===== config.mk =====
export PLATFORM = sky130hd
export DESIGN_NAME = fwd_hazard_scoreboard
export DESIGN_NICKNAME = d
export VERILOG_FILES = /design/src/rtl/fwd_hazard_scoreboard_pkg.sv /design/src/rtl/fwd_match_prio.sv /design/src/rtl/fwd_hazard_scoreboard.sv
export SDC_FILE = /design/constraint.sdc
export NUM_CORES = 1
export LEC_CHECK = 0
export CELL_PAD_IN_SITES_DETAIL_PLACEMENT = 1
export CELL_PAD_IN_SITES_GLOBAL_PLACEMENT = 1
export CORE_MARGIN = 8
export CORE_UTILIZATION = 40
export CTS_CLUSTER_DIAMETER = 40
export DETAILED_ROUTE_END_ITERATION = 6
export PLACE_DENSITY = 0.83
export SYNTH_ARGS = -nofsm -noshare
export SYNTH_HDL_FRONTEND = slang
export SYNTH_SLANG_ARGS = --single-unit

===== constraint.sdc =====
create_clock -name clk -period 3.6 [get_ports clk]
set_clock_uncertainty 0.1 [all_clocks]
set_input_delay 0.72 -clock clk [delete_from_list [all_inputs] [get_ports clk]]
set_output_delay 0.72 -clock clk [all_outputs]
set_load 0.02 [all_outputs]

===== src/rtl/fwd_hazard_scoreboard_pkg.sv =====
// Shared constants for the forwarding/hazard scoreboard.
// Entry layout is {valid, rd[ADDR_W], cnt[SEL_W]}; FwdSel value 0 selects the register file.
package fwd_hazard_scoreboard_pkg;

  localparam int DEF_ADDR_W    = 5;
  localparam int DEF_NUM_SRC   = 2;
  localparam int DEF_FWD_DEPTH = 3;
  localparam int DEF_LOAD_LAT  = 1;

  localparam int          FWD_SEL_REGFILE = 0;
  localparam logic [15:0] STALL_CNT_MAX   = 16'hFFFF;

  function automatic int sel_width(input int depth);
    return $clog2(depth + 1);
  endfunction

endpackage


===== src/rtl/fwd_match_prio.sv =====
// Compares one source operand against every in-flight entry and picks the youngest producer.
module fwd_match_prio
  import fwd_hazard_scoreboard_pkg::*;
#(
  parameter int ADDR_W    = DEF_ADDR_W,
  parameter int FWD_DEPTH = DEF_FWD_DEPTH,
  parameter int SEL_W     = sel_width(DEF_FWD_DEPTH)
) (
  input  logic [FWD_DEPTH-1:0]        entry_valid,
  input  logic [FWD_DEPTH*ADDR_W-1:0] entry_rd,
  input  logic [FWD_DEPTH*SEL_W-1:0]  entry_cnt,
  input  logic [ADDR_W-1:0]           src_addr,
  input  logic                        src_used,
  output logic [SEL_W-1:0]            fwd_sel,
  output logic                        need_stall
);

  logic [FWD_DEPTH-1:0] match;

  generate
    for (genvar gi = 0; gi < FWD_DEPTH; gi++) begin : g_match
      assign match[gi] = src_used & entry_valid[gi]
                       & (entry_rd[gi*ADDR_W +: ADDR_W] == src_addr)
                       & (src_addr != '0);
    end
  endgenerate

  // Scan oldest to youngest so the youngest match is the last to write.
  always_comb begin
    fwd_sel    = SEL_W'(FWD_SEL_REGFILE);
    need_stall = 1'b0;
    for (int k = FWD_DEPTH - 1; k >= 0; k--) begin
      if (match[k]) begin
        fwd_sel    = SEL_W'(k + 1);
        need_stall = (entry_cnt[k*SEL_W +: SEL_W] != '0);
      end
    end
  end

endmodule


===== src/rtl/fwd_hazard_scoreboard.sv =====
// Forwarding/hazard unit: shift pipeline of in-flight destinations, per-operand bypass select,
// load-use stall generation and a saturating stall-cycle counter.
module fwd_hazard_scoreboard
  import fwd_hazard_scoreboard_pkg::*;
#(
  parameter int  ADDR_W    = DEF_ADDR_W,
  parameter int  NUM_SRC   = DEF_NUM_SRC,
  parameter int  FWD_DEPTH = DEF_FWD_DEPTH,
  parameter int  LOAD_LAT  = DEF_LOAD_LAT,
  localparam int SEL_W     = sel_width(FWD_DEPTH)
) (
  input  logic                      clk,
  input  logic                      rst_n,
  input  logic                      IssueValid,
  input  logic                      IssueRegWrite,
  input  logic                      IssueIsLoad,
  input  logic [ADDR_W-1:0]         IssueRdAddr,
  input  logic [NUM_SRC*ADDR_W-1:0] SrcAddr,
  input  logic [NUM_SRC-1:0]        SrcUsed,
  input  logic                      Flush,
  output logic [NUM_SRC*SEL_W-1:0]  FwdSel,
  output logic                      Stall,
  output logic [15:0]               StallCycles
);

  logic              valid_reg [1:FWD_DEPTH];
  logic [ADDR_W-1:0] rd_reg    [1:FWD_DEPTH];
  logic [SEL_W-1:0]  cnt_reg   [1:FWD_DEPTH];
  logic [15:0]       stall_cnt_reg;

  logic [FWD_DEPTH-1:0]        entry_valid;
  logic [FWD_DEPTH*ADDR_W-1:0] entry_rd;
  logic [FWD_DEPTH*SEL_W-1:0]  entry_cnt;
  logic [NUM_SRC-1:0]          need_stall;
  logic                        alloc;

  generate
    for (genvar gi = 0; gi < FWD_DEPTH; gi++) begin : g_pack
      assign entry_valid[gi]                 = valid_reg[gi+1];
      assign entry_rd[gi*ADDR_W +: ADDR_W]   = rd_reg[gi+1];
      assign entry_cnt[gi*SEL_W +: SEL_W]    = cnt_reg[gi+1];
    end

    for (genvar gi = 0; gi < NUM_SRC; gi++) begin : g_src
      fwd_match_prio #(
        .ADDR_W   (ADDR_W),
        .FWD_DEPTH(FWD_DEPTH),
        .SEL_W    (SEL_W)
      ) u_match (
        .entry_valid(entry_valid),
        .entry_rd   (entry_rd),
        .entry_cnt  (entry_cnt),
        .src_addr   (SrcAddr[gi*ADDR_W +: ADDR_W]),
        .src_used   (SrcUsed[gi]),
        .fwd_sel    (FwdSel[gi*SEL_W +: SEL_W]),
        .need_stall (need_stall[gi])
      );
    end
  endgenerate

  assign Stall       = (|need_stall) & IssueValid & ~Flush;
  assign alloc       = IssueValid & IssueRegWrite & (IssueRdAddr != '0) & ~Stall & ~Flush;
  assign StallCycles = stall_cnt_reg;

  // The pipeline advances every cycle; a stall just means entry 1 receives a bubble.
  always_ff @(posedge clk) begin
    if (!rst_n) begin
      for (int k = 1; k <= FWD_DEPTH; k++) begin
        valid_reg[k] <= 1'b0;
        rd_reg[k]    <= '0;
        cnt_reg[k]   <= '0;
      end
      stall_cnt_reg <= '0;
    end else begin
      valid_reg[1] <= alloc;
      rd_reg[1]    <= IssueRdAddr;
      cnt_reg[1]   <= IssueIsLoad ? SEL_W'(LOAD_LAT) : '0;
      for (int k = 2; k <= FWD_DEPTH; k++) begin
        valid_reg[k] <= (k == 2) ? (valid_reg[k-1] & ~Flush) : valid_reg[k-1];
        rd_reg[k]    <= rd_reg[k-1];
        cnt_reg[k]   <= (cnt_reg[k-1] != '0) ? cnt_reg[k-1] - SEL_W'(1) : '0;
      end
      if (Stall && (stall_cnt_reg != STALL_CNT_MAX)) begin
        stall_cnt_reg <= stall_cnt_reg + 16'd1;
      end
    end
  end

endmodule

# Word-level counts from Yosys, hierarchy flattened
# Memories as Yosys holds them, arrays and structs flattened.
# Index checks and enable logic that the tools add are counted.
# op_classes
add_sub_neg,3
n_mul,0
div,0
magnitude_cmp,0
n_eq_ne,7
n_shift,0
n_mux,26
n_bitwise,36
reduce_logical,8
# ops
operator,n
$eq A5 B5 Y1,6
$and A1 B1 Y1,25
$mux W2,11
$add A16 B1 Y16 const B,1
$ne A16 B16 Y1 const B,1
$mux W5,3
$reduce_bool A5 Y1,3
$mux W1,12
$or A1 B1 Y1,9
$reduce_bool A2 Y1,3
$sub A2 B1 Y2 const B,2
$not A1 Y1,2
$reduce_or A2 Y1,1
$logic_and A1 B1 Y1,1
# totals
ff_bits,16
latchBits,0
mem_bits_rw,24
rom_bits,0
memories,3
# mem_list
name,words,width,read_ports,rd_ports_with_merged_regs,write_ports,line,rtl
rd_reg,3,5,3,0,3,fwd_hazard_scoreboard.sv:27,logic [ADDR_W-1:0] rd_reg [1:FWD_DEPTH];
cnt_reg,3,2,3,0,3,fwd_hazard_scoreboard.sv:28,logic [SEL_W-1:0] cnt_reg [1:FWD_DEPTH];
valid_reg,3,1,3,0,3,fwd_hazard_scoreboard.sv:26,logic valid_reg [1:FWD_DEPTH];

# Logic depth before layout (Yosys ltp)
# depth
depth_word,13
mapped_depth,9

# Hierarchy
# From an unflattened synthesis, not the netlist that was laid out.
# hier_totals
cells_unflattened,222
hier_area_um2,1965.6
# by_module_without_submodules
mod,n_inst,cells_per_inst,area_per_inst_um2,seq_area_each_um2
fwd_hazard_scoreboard,1,152,1467.7,760.7
fwd_match_prio,2,35,249.0,0.0

# Least setup slack after synthesis
# No wires, ideal clock.
# synth_timing
path_kind,input-to-output
startpoint,input SrcAddr[1]
endpoint,output Stall
t_arrival_ns,2.235
required_ns,2.780
slack_ns,0.545
stages,7
cell_sequence,or4_4 > nor2_1 > nor4_1 > a21bo_2 > o21ai_4 > nor2_1 > nor2_1
# synth_between
elab_chain_len,9
# synth_lines
element,line,rtl
"start, declared",fwd_hazard_scoreboard.sv:18,"input logic [NUM_SRC*ADDR_W-1:0] SrcAddr,"
$eq A5 B5 Y1,fwd_match_prio.sv:23,& (entry_rd[gi*ADDR_W +: ADDR_W] == src_addr)
$and A1 B1 Y1,fwd_match_prio.sv:23,
$and A1 B1 Y1,fwd_match_prio.sv:24,& (src_addr != '0);
$mux W1 (2 in series),fwd_match_prio.sv:33,if (match[k]) begin
$mux W1 *,fwd_match_prio.sv:33,
$reduce_or A2 Y1 *,fwd_hazard_scoreboard.sv:61,assign Stall = (|need_stall) & IssueValid & ~Flush;
$and A1 B1 Y1 * (2 in series),fwd_hazard_scoreboard.sv:61,
"end, declared",fwd_hazard_scoreboard.sv:22,"output logic Stall,"
# Every way passes the cells marked *; elsewhere a longest branch is shown, timed or not.

# Final worst setup path
# Ends and elaborated chain as after synthesis.

==> results.cfg <==
[logic_synthesis]
yosys.area.top_type = dfxtp_1
yosysWarnings = 0
yosysMostFrequentCell = dfxtp_1
synth_edf_count = 0
syn-cell-area_um2 = 1980
ys_ff_latch = 38
netlist.area_leader.share_pct = 38.4
synth_mux_area_share_pct = 2.02
synth_top_family_by_area = simple AND/OR/NAND/NOR gates
syn_avg_cell_area_um2 = 9.10
synth_xor_area_share_pct = 14.6
synth_compound_gate_area_share_pct = 12.7
synthSimpleGateAreaFrac_pct = 29.4
synthArstFlopShare_pct = 0
synth_fa_ha_area_share_pct = 0.631
ys.flop_type = dfxtp_1
yosysSeqAreaShare_pct = 38.4
yosysUniqueCellTypes = 43
netlist_top_cells_area = dfxtp_1, xor2_1, and2_1, xnor2_1, nand2_1
syn_inst = 218
synth_common_cells = dfxtp_1, and2_1, nand2_1, xor2_1, xnor2_1

[detailed_routing]
firstDrtPassIters = 4
vias = 1834
drc_errors = 0
first_iter_violations = 49
via_per_inst = 5.20
routed_wl_um = 6050
ant_nets = 0
wl_per_cell_um = 17.1

[worst_setup_path]
cp_common_cell = buf_4
arrival_ns = 2.72
max_stage_delay_ns = 0.50
worstRegToRegCells = 10
slowest_stage = clkdlybuf4s50_1
end_kind = output pin
start_kind = primary input
required_ns = 2.78
crit_chain = clkdlybuf4s50_1 -> buf_4 -> xnor2_2 -> nand4_1 -> nor4_4 -> buf_4 -> a22oi_2 -> o21ai_2 -> nor2_1 -> nor2_1 -> buf_4
critical_path_class = primary input to output pin
cp_max_fo = 3

[place]
preCtsSetupSlack_ns = -0.523
dpl.hpwl_um = 4680
io_buffer_count = 43
place.gp.congestion = 0.859
dp_cells = 344

[floorplan]
fp.dieArea_um2 = 7470
initial_core_util_pct = 41.7
die_w_um = 86.4
core_area_um2 = 4750
io_pins = 44
die_y_um = 86.4
rows = 25

[hold_path]
worstHoldPathCells = 1
hp-class = flop to flop

[global_routing]
grt_start_max_net_pins = 16
grt_pass1_wl_um = 9700
grt_overflow = 0
grt.total_usage_pct = 16.6
grt_pass1_vias = 1970
antenna_found_initial = 0

[pwr]
p_leak_nw = 1.11
total_power_mw = 0.842
ir_drop_uv = 173
p_per_area_nw_per_um2 = 305

[sta]
clock.fmax_ghz = 0.282
period_share_pct = 98.5
worstMarginPinSlew_ns = 0.522
hold_viol = 0
fin_ws_ns = 0.0558
relSlewSlack_pct = 65.1
setup_violations = 0
maxSlewViolCount = 0
period_minus_slack_ns = 3.54

[cells_and_area]
final_nets = 309
antenna_cells = 0
largest_register_ffs = 16
final_cells = 353
drive_above_1_share_pct = 16.4
post-route-util_pct = 58.1
n_fill_cell = 565
area_growth_pct = 39.3

[clocking]
cts_tree = done
numCtsBuffers = 5
clk_pin_slew_worst_paths_ns = 0.07
clk_path_buf_depth = 2
clock_latency_ns = 0.29
ctsRootBufferMaster = clkbuf_8
hold_buffers = 0
cts-htree-levels = 2
cts.sinks = 38

[status]
status = finished, final reports clean

[job]
drv_cap = 0
worst max-delay path: cells and delay by family:
kind / cells / cell delay (ns)
xor+xnor: 1 / 0.11
simple gates: 4 / 0.70
buf+inv: 4 / 0.98
compound gates: 2 / 0.20
cell families (layout without fill, tap and decap cells):
group	Yosys count	after routing
adders and majority gates	1	1
buffers and inverters	9	76
xor gates and xnor gates	33	33
DFF	38	38
and+or+nand+nor	98	98
AOI/OAI and AO/OA	34	34
other	1	2
muxes	4	4
final cells by class:
type	instances	area (um^2)	area share, %
tap	67	83.8	3.03
multi-input combinational	172	1220	44.0
sequential	38	761	27.5
clock inverter	1	5.00	0.181
inverter	4	15.0	0.543
clock buffer	7	86.3	3.12
timing repair buffer	64	596	21.6
where the power goes:
part / switching (mW) / internal [mW] / total, mW
Sequential: 0.0102 / 0.430 / 0.440
Combinational: 0.0465 / 0.0541 / 0.101
Clock: 0.147 / 0.154 / 0.301
per-layer routing:
metal,share of wire [%],routed length (um),GRT usage (%)
met5,0,0,0
met4,1.2,74,4.54
met3,3.6,219,4.25
met2,53,3200,31.3
met1,42,2550,17.7
repair_timing:
item | 4_1_cts | 5_1_grt
resized for setup | 8 | 12
buffers inserted | 0 | 1
pin swaps | 0 | 4
endpoints found under the setup margin | 5 | 4
cells in the final DEF, fill, tap and decap left out, types with 2 or more instances in the layout:
cell type        netlist  layout
a21bo_2                2       2
a21boi_0               2       2
a21oi_1                7       7
and2_1                20      20
and3_1                 5       5
and4_1                 3       3
buf_4                  0      21
clkbuf_8               0       6
clkdlybuf4s50_1        0      36
conb_1                 1       2
dfxtp_1               38      38
dlygate4sd2_1          0       2
dlymetal6s2s_1         0       2
inv_1                  4       4
mux2i_1                4       4
nand2_1               19      19
nand2b_1               3       3
nand3_1                3       3
nand4_1                6       6
nor2_1                11      10
nor3_1                 7       7
nor4_1                 6       5
nor4_4                 1       2
o211ai_1               2       2
o21a_1                 6       6
o21ai_0                5       5
o21ai_2                3       3
or3_1                  5       5
or4_1                  2       2
xnor2_1               14      13
xor2_1                19      19
metrics by stage:
step	area, um^2	setup TNS (ns)	hold slack [ns]
5_1_grt	2760	-0.0922	0.404
2_1_floorplan	1990	0	0.335
6_report	2760	0	0.378
3_5_place_dp	2640	-2.28	0.370
3_3_place_gp	2640	-1.07	0.364
4_1_cts	2730	-0.0819	0.388
final timing paths:
| check | endpoint | from | slack [ns] |
|---|---|---|---|
| setup reg to reg | StallCycles[7] | rd_reg[0][11] | 0.94 |
| setup / recovery | Stall | SrcAddr[1] | 0.06 |
| hold / removal | cnt_reg[0][7] | cnt_reg[0][4] | 0.38 |
| hold reg to reg | cnt_reg[0][7] | cnt_reg[0][4] | 0.38 |
Note: power is estimated with default switching activity, not from simulation.
